File: config.mk
export PLATFORM = sky130hd
export DESIGN_NAME = hicore_flush_queue_flat
export DESIGN_NICKNAME = d
export VERILOG_FILES = /design/src/rtl/hicore_flush_queue_if.sv /design/src/rtl/hicore_flush_queue.sv /design/src/flat_wrapper.sv
export SDC_FILE = /design/constraint.sdc
export NUM_CORES = 1
export LEC_CHECK = 0
export CAP_MARGIN = 20
export CORE_MARGIN = 4
export CORE_UTILIZATION = 40
export DETAILED_ROUTE_END_ITERATION = 10
export GPL_TIMING_DRIVEN = 0
export PLACE_DENSITY = 0.68
export SLEW_MARGIN = 25
export SYNTH_ARGS = -nofsm -noshare
export SYNTH_HDL_FRONTEND = slang
export SYNTH_SLANG_ARGS = --single-unit
File: constraint.sdc
create_clock -name clk -period 7.95 [get_ports clk]
set_clock_uncertainty 0.2 [all_clocks]
set_input_delay 1.59 -clock clk [delete_from_list [all_inputs] [get_ports clk]]
set_output_delay 1.59 -clock clk [all_outputs]
set_load 0.02 [all_outputs]
File: src/rtl/hicore_flush_queue_if.sv
// ============================================================================
// Module  : hicore_flush_queue_if
// Brief   : Producer/consumer handshake bundle for hicore_flush_queue.
// Revision: 1.0 - initial release
// ============================================================================
`default_nettype none

`ifndef HiCore_ISSUE2ALU_SIZE
`define HiCore_ISSUE2ALU_SIZE 64
`endif

interface hicore_flush_queue_if #(
    parameter int DW = `HiCore_ISSUE2ALU_SIZE
);
    logic          i_valid;
    logic          i_ready;
    logic          i_cancel;
    logic [DW-1:0] i_info;
    logic          o_valid;
    logic          o_ready;
    logic          o_cancel;
    logic [DW-1:0] o_info;

    // Queue side
    modport slave (
        input  i_valid, i_cancel, i_info, o_ready,
        output i_ready, o_valid, o_cancel, o_info
    );

    // Environment side (issue producer + ALU/LSU consumer)
    modport master (
        output i_valid, i_cancel, i_info, o_ready,
        input  i_ready, o_valid, o_cancel, o_info
    );
endinterface

`default_nettype wire

File: src/rtl/hicore_flush_queue.sv
// ============================================================================
// Module  : hicore_flush_queue
// Brief   : In-order issue queue with per-entry cancel tag, soft flush,
//           hard kill, optional empty bypass, occupancy and almost-full.
// Revision: 1.0 - initial release
// ============================================================================
`default_nettype none

`ifndef HiCore_ISSUE2ALU_SIZE
`define HiCore_ISSUE2ALU_SIZE 64
`endif

module hicore_flush_queue #(
    parameter int DW       = `HiCore_ISSUE2ALU_SIZE,
    parameter int DP       = 4,
    parameter int LOGDP    = 2,
    parameter int BYPASS   = 0,
    parameter int AFULL_TH = 3
) (
    input  wire logic               clk,
    input  wire logic               rst_n,
    hicore_flush_queue_if.slave     bus,
    input  wire logic               flush,
    input  wire logic               kill,
    output logic [LOGDP:0]          count,
    output logic                    almost_full
);

    localparam logic [LOGDP:0] c_afull_th = (LOGDP + 1)'(AFULL_TH);
    localparam logic [LOGDP:0] c_one      = (LOGDP + 1)'(1);

    logic [LOGDP:0]   r_wr_ptr;
    logic [LOGDP:0]   r_rd_ptr;
    logic [DP-1:0]    r_cancel;
    logic [DW-1:0]    r_mem [DP];

    logic             w_empty;
    logic             w_full;
    logic             w_bypass;
    logic             w_wen;
    logic             w_ren;
    logic             w_push;
    logic             w_pop;
    logic [LOGDP-1:0] w_wr_idx;
    logic [LOGDP-1:0] w_rd_idx;
    logic [LOGDP:0]   w_wr_ptr_nxt;
    logic [LOGDP:0]   w_rd_ptr_nxt;

    assign w_wr_idx = r_wr_ptr[LOGDP-1:0];
    assign w_rd_idx = r_rd_ptr[LOGDP-1:0];
    assign w_empty  = (r_wr_ptr == r_rd_ptr);
    assign w_full   = (r_wr_ptr[LOGDP] != r_rd_ptr[LOGDP]) &&
                      (r_wr_ptr[LOGDP-1:0] == r_rd_ptr[LOGDP-1:0]);

    // Bypass is suppressed during kill so a killed cycle never shows a head.
    assign w_bypass = (BYPASS != 0) && w_empty && !kill;

    assign bus.i_ready  = !w_full;
    assign bus.o_valid  = w_bypass ? bus.i_valid : !w_empty;
    assign bus.o_info   = w_bypass ? bus.i_info : r_mem[w_rd_idx];
    assign bus.o_cancel = w_bypass ? (bus.i_cancel | flush) : r_cancel[w_rd_idx];

    assign w_wen = bus.i_valid && !w_full;
    assign w_ren = bus.o_valid && bus.o_ready;

    // A bypassed entry taken by the consumer never touches storage.
    assign w_push = w_wen && !(w_bypass && bus.o_ready);
    assign w_pop  = w_ren && !w_empty;

    assign w_wr_ptr_nxt = w_push ? (r_wr_ptr + c_one) : r_wr_ptr;
    assign w_rd_ptr_nxt = w_pop  ? (r_rd_ptr + c_one) : r_rd_ptr;

    always_ff @(posedge clk or negedge rst_n) begin
        if (!rst_n) begin
            r_wr_ptr <= '0;
            r_rd_ptr <= '0;
            r_cancel <= '0;
        end else if (kill) begin
            // Collapse the queue onto the post-write pointer, dropping that write too.
            r_wr_ptr <= w_wr_ptr_nxt;
            r_rd_ptr <= w_wr_ptr_nxt;
            r_cancel <= '0;
        end else begin
            r_wr_ptr <= w_wr_ptr_nxt;
            r_rd_ptr <= w_rd_ptr_nxt;
            if (flush) begin
                r_cancel <= '1;
            end else if (w_push) begin
                r_cancel[w_wr_idx] <= bus.i_cancel;
            end
        end
    end

    always_ff @(posedge clk) begin
        if (w_push) begin
            r_mem[w_wr_idx] <= bus.i_info;
        end
    end

    assign count       = r_wr_ptr - r_rd_ptr;
    assign almost_full = (count >= c_afull_th);

endmodule

`default_nettype wire

File: src/flat_wrapper.sv
// flat-port wrapper written by rule: the top's interface ports become plain ports
module hicore_flush_queue_flat 
#(
    parameter int DW       = `HiCore_ISSUE2ALU_SIZE,
    parameter int DP       = 4,
    parameter int LOGDP    = 2,
    parameter int BYPASS   = 0,
    parameter int AFULL_TH = 3
)
  (clk, rst_n, flush, kill, count, almost_full, bus_i_valid, bus_i_cancel, bus_i_info, bus_o_ready, bus_i_ready, bus_o_valid, bus_o_cancel, bus_o_info);
  hicore_flush_queue_if #(.DW(DW)) bus_i ();
  input  wire logic clk;
  input  wire logic rst_n;
  input  wire logic flush;
  input  wire logic kill;
  output logic [LOGDP:0] count;
  output logic almost_full;
  input wire logic [$bits(bus_i.i_valid)-1:0] bus_i_valid;
  input wire logic [$bits(bus_i.i_cancel)-1:0] bus_i_cancel;
  input wire logic [$bits(bus_i.i_info)-1:0] bus_i_info;
  input wire logic [$bits(bus_i.o_ready)-1:0] bus_o_ready;
  output wire logic [$bits(bus_i.i_ready)-1:0] bus_i_ready;
  output wire logic [$bits(bus_i.o_valid)-1:0] bus_o_valid;
  output wire logic [$bits(bus_i.o_cancel)-1:0] bus_o_cancel;
  output wire logic [$bits(bus_i.o_info)-1:0] bus_o_info;
  assign bus_i.i_valid = bus_i_valid;
  assign bus_i.i_cancel = bus_i_cancel;
  assign bus_i.i_info = bus_i_info;
  assign bus_i.o_ready = bus_o_ready;
  assign bus_i_ready = bus_i.i_ready;
  assign bus_o_valid = bus_i.o_valid;
  assign bus_o_cancel = bus_i.o_cancel;
  assign bus_o_info = bus_i.o_info;
  hicore_flush_queue #(.DW(DW), .DP(DP), .LOGDP(LOGDP), .BYPASS(BYPASS), .AFULL_TH(AFULL_TH)) u_core (.clk(clk), .rst_n(rst_n), .bus(bus_i), .flush(flush), .kill(kill), .count(count), .almost_full(almost_full));
endmodule
==> out/qor_table.md <==
| Metric | This run | Unit |
|:---|:---|:---|
| Buffers inserted by post-CTS timing repair | 0 | - |
| Slew of the pin with the lowest slew margin | 0.678 | ns |
| Chip Height | 165 | um |
| CP peak stage delay | 0.61 | ns |
| PortBufs | 140 | - |
| Total overflow reported by the global router | 0 | - |
| Result of the run | complete, no violations | - |
| Core Footprint | 0.0243 | sq mm |
| CP startpoint kind | register | - |
| Peak Freq | 0.189 | GHz |
| Clk_lat worst skew | 0.51 | ns |
| Sum of net half-perimeters after detailed placement | 12.1 | mm |
| Initial cell density of the core | 0.406 | - |
| Area Overhead vs Synth | 29.6 | % |
| Data required, critical path | 6.16 | ns |
| PnR Total Power | 5260 | uW |
| Top library cells by usage in the layout, fill and taps aside | edfxtp_1, clkdlybuf4s50_1, mux4_2, clkbuf_16, clkbuf_1 | - |
| Max rail drop VDD | 244 | uV |
| Total I/O pin count | 142 | - |
| Power density of the placed cells | 411 | mW/mm^2 |
| Buffer type at the clock tree root | clkbuf_16 | - |
| Largest net degree at the start of global routing | 38 | - |
| Final-stage net count | 653 | - |
| Antenna violations before repair | 1 | - |
| Final Routed Wirelength | 18.7 | mm |
| Kind of capture point of the worst setup path | primary output | - |
| Sink Count | 266 | - |
| Detailed-route wire length per cell | 20.4 | um |
| CTS tree | yes | - |
| Library cells used by synthesis | 27 | - |
| Drt initial violations | 295 | - |
| Post-cts hold buffer count | 0 | - |
| Most common cell after layout, fill and taps aside | edfxtp_1 | - |
| Total number of placement rows | 57 | - |
| Min Hold Slack | 0.444 | ns |
| Total of max-cap violations | 0 | - |
| Total number of vias | 4641 | - |
| Gate count after technology mapping | 398 | - |
| Vias in the first global route | 5038 | - |
| Number of buffers on the longest clock path | 3 | - |
| Type of the worst setup path | reg2out | - |
| Final critical-path share of the clock period | 0.665 | - |
| Synthesized flop and latch total | 266 | - |
| Synthesized cell area | 0.00987 | sq mm |
| Share of post-route cells with drive strength above 1 | 0.215 | - |
| Detailed-route DRC error count | 0 | - |
| Number of buffers inserted during clock tree synthesis | 27 | - |
| Net Count, Synth | 477 | - |
| Setup violation total in the final timing report | 0 | - |
| Register clock-pin slew on the reported worst setup and hold paths | 0.06 | ns |
| Slowest library cell on the worst path | clkdlybuf4s50_1 | - |
| Worst min-delay path category | reg2reg | - |
| Crit-path cells | buf_1 > buf_2 > inv_1 > ha_1 > and2_1 > clkbuf_1 > nand2b_1 > clkdlybuf4s50_1 | - |
| Number of H-tree branching levels | 1 | - |
| Area of the die | 0.0273 | sq mm |
| Avg Vias per Cell | 5.06 | - |
| Count of pins over their slew limit | 0 | - |
| Count of nets left with antenna violations after detail routing | 0 | - |
| Sequential cell area fraction in the yosys report | 0.804 | - |
| Layout fillers | 1886 | - |
| Maximum fanout encountered on the critical timing path | 10 | - |
| Pre-Repair DR Iteration Count | 4 | - |
| Leak | 0.00418 | uW |
| Post-Synthesis Mean Instance Area | 24.8 | sq um |
| Wire length of the first global-routing pass | 28.6 | mm |
| Worst slew margin relative to its limit | 0.548 | - |
| Clock period minus worst slack | 5.28 | ns |
| Worst Path Arrival | 3.49 | ns |
| Number of failing hold endpoints at the final stage | 0 | - |
| Horiz. Die Dim | 165 | um |
| Synth warn | 0 | - |
| Final weighted congestion of routability-driven global placement | 0.756 | - |
| Setup repair after global routing missed its margin | no | - |
| GR Util All Layers | 0.138 | - |
| Count of instances resized after the clock tree is built | 0 | - |
==> layer usage <==
layer / GRT usage / vias up / part of all wire
li1: - / 2050 / -
met1: 0.184 / 2434 / 0.41
met2: 0.233 / 125 / 0.51
met3: 0.0293 / 30 / 0.057
met4: 0.0344 / 2 / 0.019
met5: 0 / - / 0.00069
==> synth_stat cells <==
library cell  instances  area share
buf_1                 2     0.00076
mux2_2                3      0.0034
inv_1                 5      0.0019
a31oi_1               1     0.00063
a211oi_1              7      0.0053
nor3_1                3      0.0015
nand2_1               5      0.0019
nand2b_1              1     0.00063
mux2_4                1      0.0015
nand4_1               1     0.00063
fa_1                  1      0.0020
or3_1                 1     0.00063
mux4_2               65        0.15
a211o_1               1     0.00089
o21ai_1               1     0.00051
a21o_1                2      0.0015
buf_2                 8      0.0041
edfxtp_1            256        0.78
clkbuf_1              6      0.0023
a21boi_2              1      0.0011
nor2_1                1     0.00038
xnor2_1               3      0.0027
a21oi_1               1     0.00051
ha_1                  7      0.0089
and2_1                4      0.0025
dfrtp_1              10       0.025
xor2_2                1      0.0016
==> per-stage QoR <==
stage	utilization	instance area [sq um]	worst slack [ns]	TNS, ns	cells
floorplan	-	9870	2.37	0	398
global placement	0.480	11700	-0.999	-59.40	862
detailed placement	0.489	11900	3.08	0	869
CTS	0.526	12800	2.52	0	916
global route	0.526	12800	2.44	0	916
finish	0.526	12800	2.67	0	917
==> cell type report <==
| type | count | area, sq um | share of cell area |
|---|---|---|---|
| well taps | 324 | 405 | 0.0317 |
| clock inverters | 15 | 204 | 0.0159 |
| repair buffers | 147 | 1590 | 0.125 |
| flip-flops and latches | 266 | 7940 | 0.620 |
| multi-input cells | 111 | 1870 | 0.146 |
| clock buffers | 32 | 694 | 0.0543 |
| diodes | 1 | 2.50 | 0.000196 |
| plain buffers | 16 | 70.1 | 0.00548 |
| inverters | 5 | 18.8 | 0.00147 |
==> power breakdown <==
part / switching [uW] / internal, uW
registers: 79.9 / 1880
logic: 1040 / 980
clock network: 490 / 782
==> registers in the layout, summed over array words and instances, names as in the netlist <==
signal / count
u_core.r_mem: 256
u_core.r_rd_ptr: 3
u_core.r_cancel: 4
u_core.r_wr_ptr: 3
==> critical path: cells and delay by family (launching register included) <==
kind          cells  cell delay [ns]
simple gates      2             0.29
flops             1             0.49
buf+inv           5             1.88
fa+ha+maj         1             0.32
==> final timing paths <==
kind | to | slack [ns] | from | cells after the start
worst max-delay path | bus_o_valid | 2.67 | u_core.r_rd_ptr[1] | 8
worst max register to register | u_core.r_mem[2][46] | 3.88 | u_core.r_rd_ptr[1] | 9
max in group asynchronous | u_core.r_cancel[0] | 6.01 | rst_n | 1
worst min-delay path | u_core.r_wr_ptr[2] | 0.44 | u_core.r_wr_ptr[2] | 1
min in group asynchronous | u_core.r_cancel[1] | 1.21 | rst_n | 1
worst min register to register | u_core.r_wr_ptr[2] | 0.44 | u_core.r_wr_ptr[2] | 1
==> logic make-up (layout without fill, tap and decap cells) <==
family          count (synthesis)  in the layout  share of synthesized area
compound gates                 14             14                     0.0105
xor+xnor                        4              4                    0.00431
fa+ha+maj                       8              8                     0.0109
buf+inv                        21            215                    0.00900
flops                         266            266                      0.804
mux                            69             69                      0.153
other cells                     0              1                          0
simple gates                   16             16                    0.00824
Note: power is estimated with default switching activity, not from simulation.
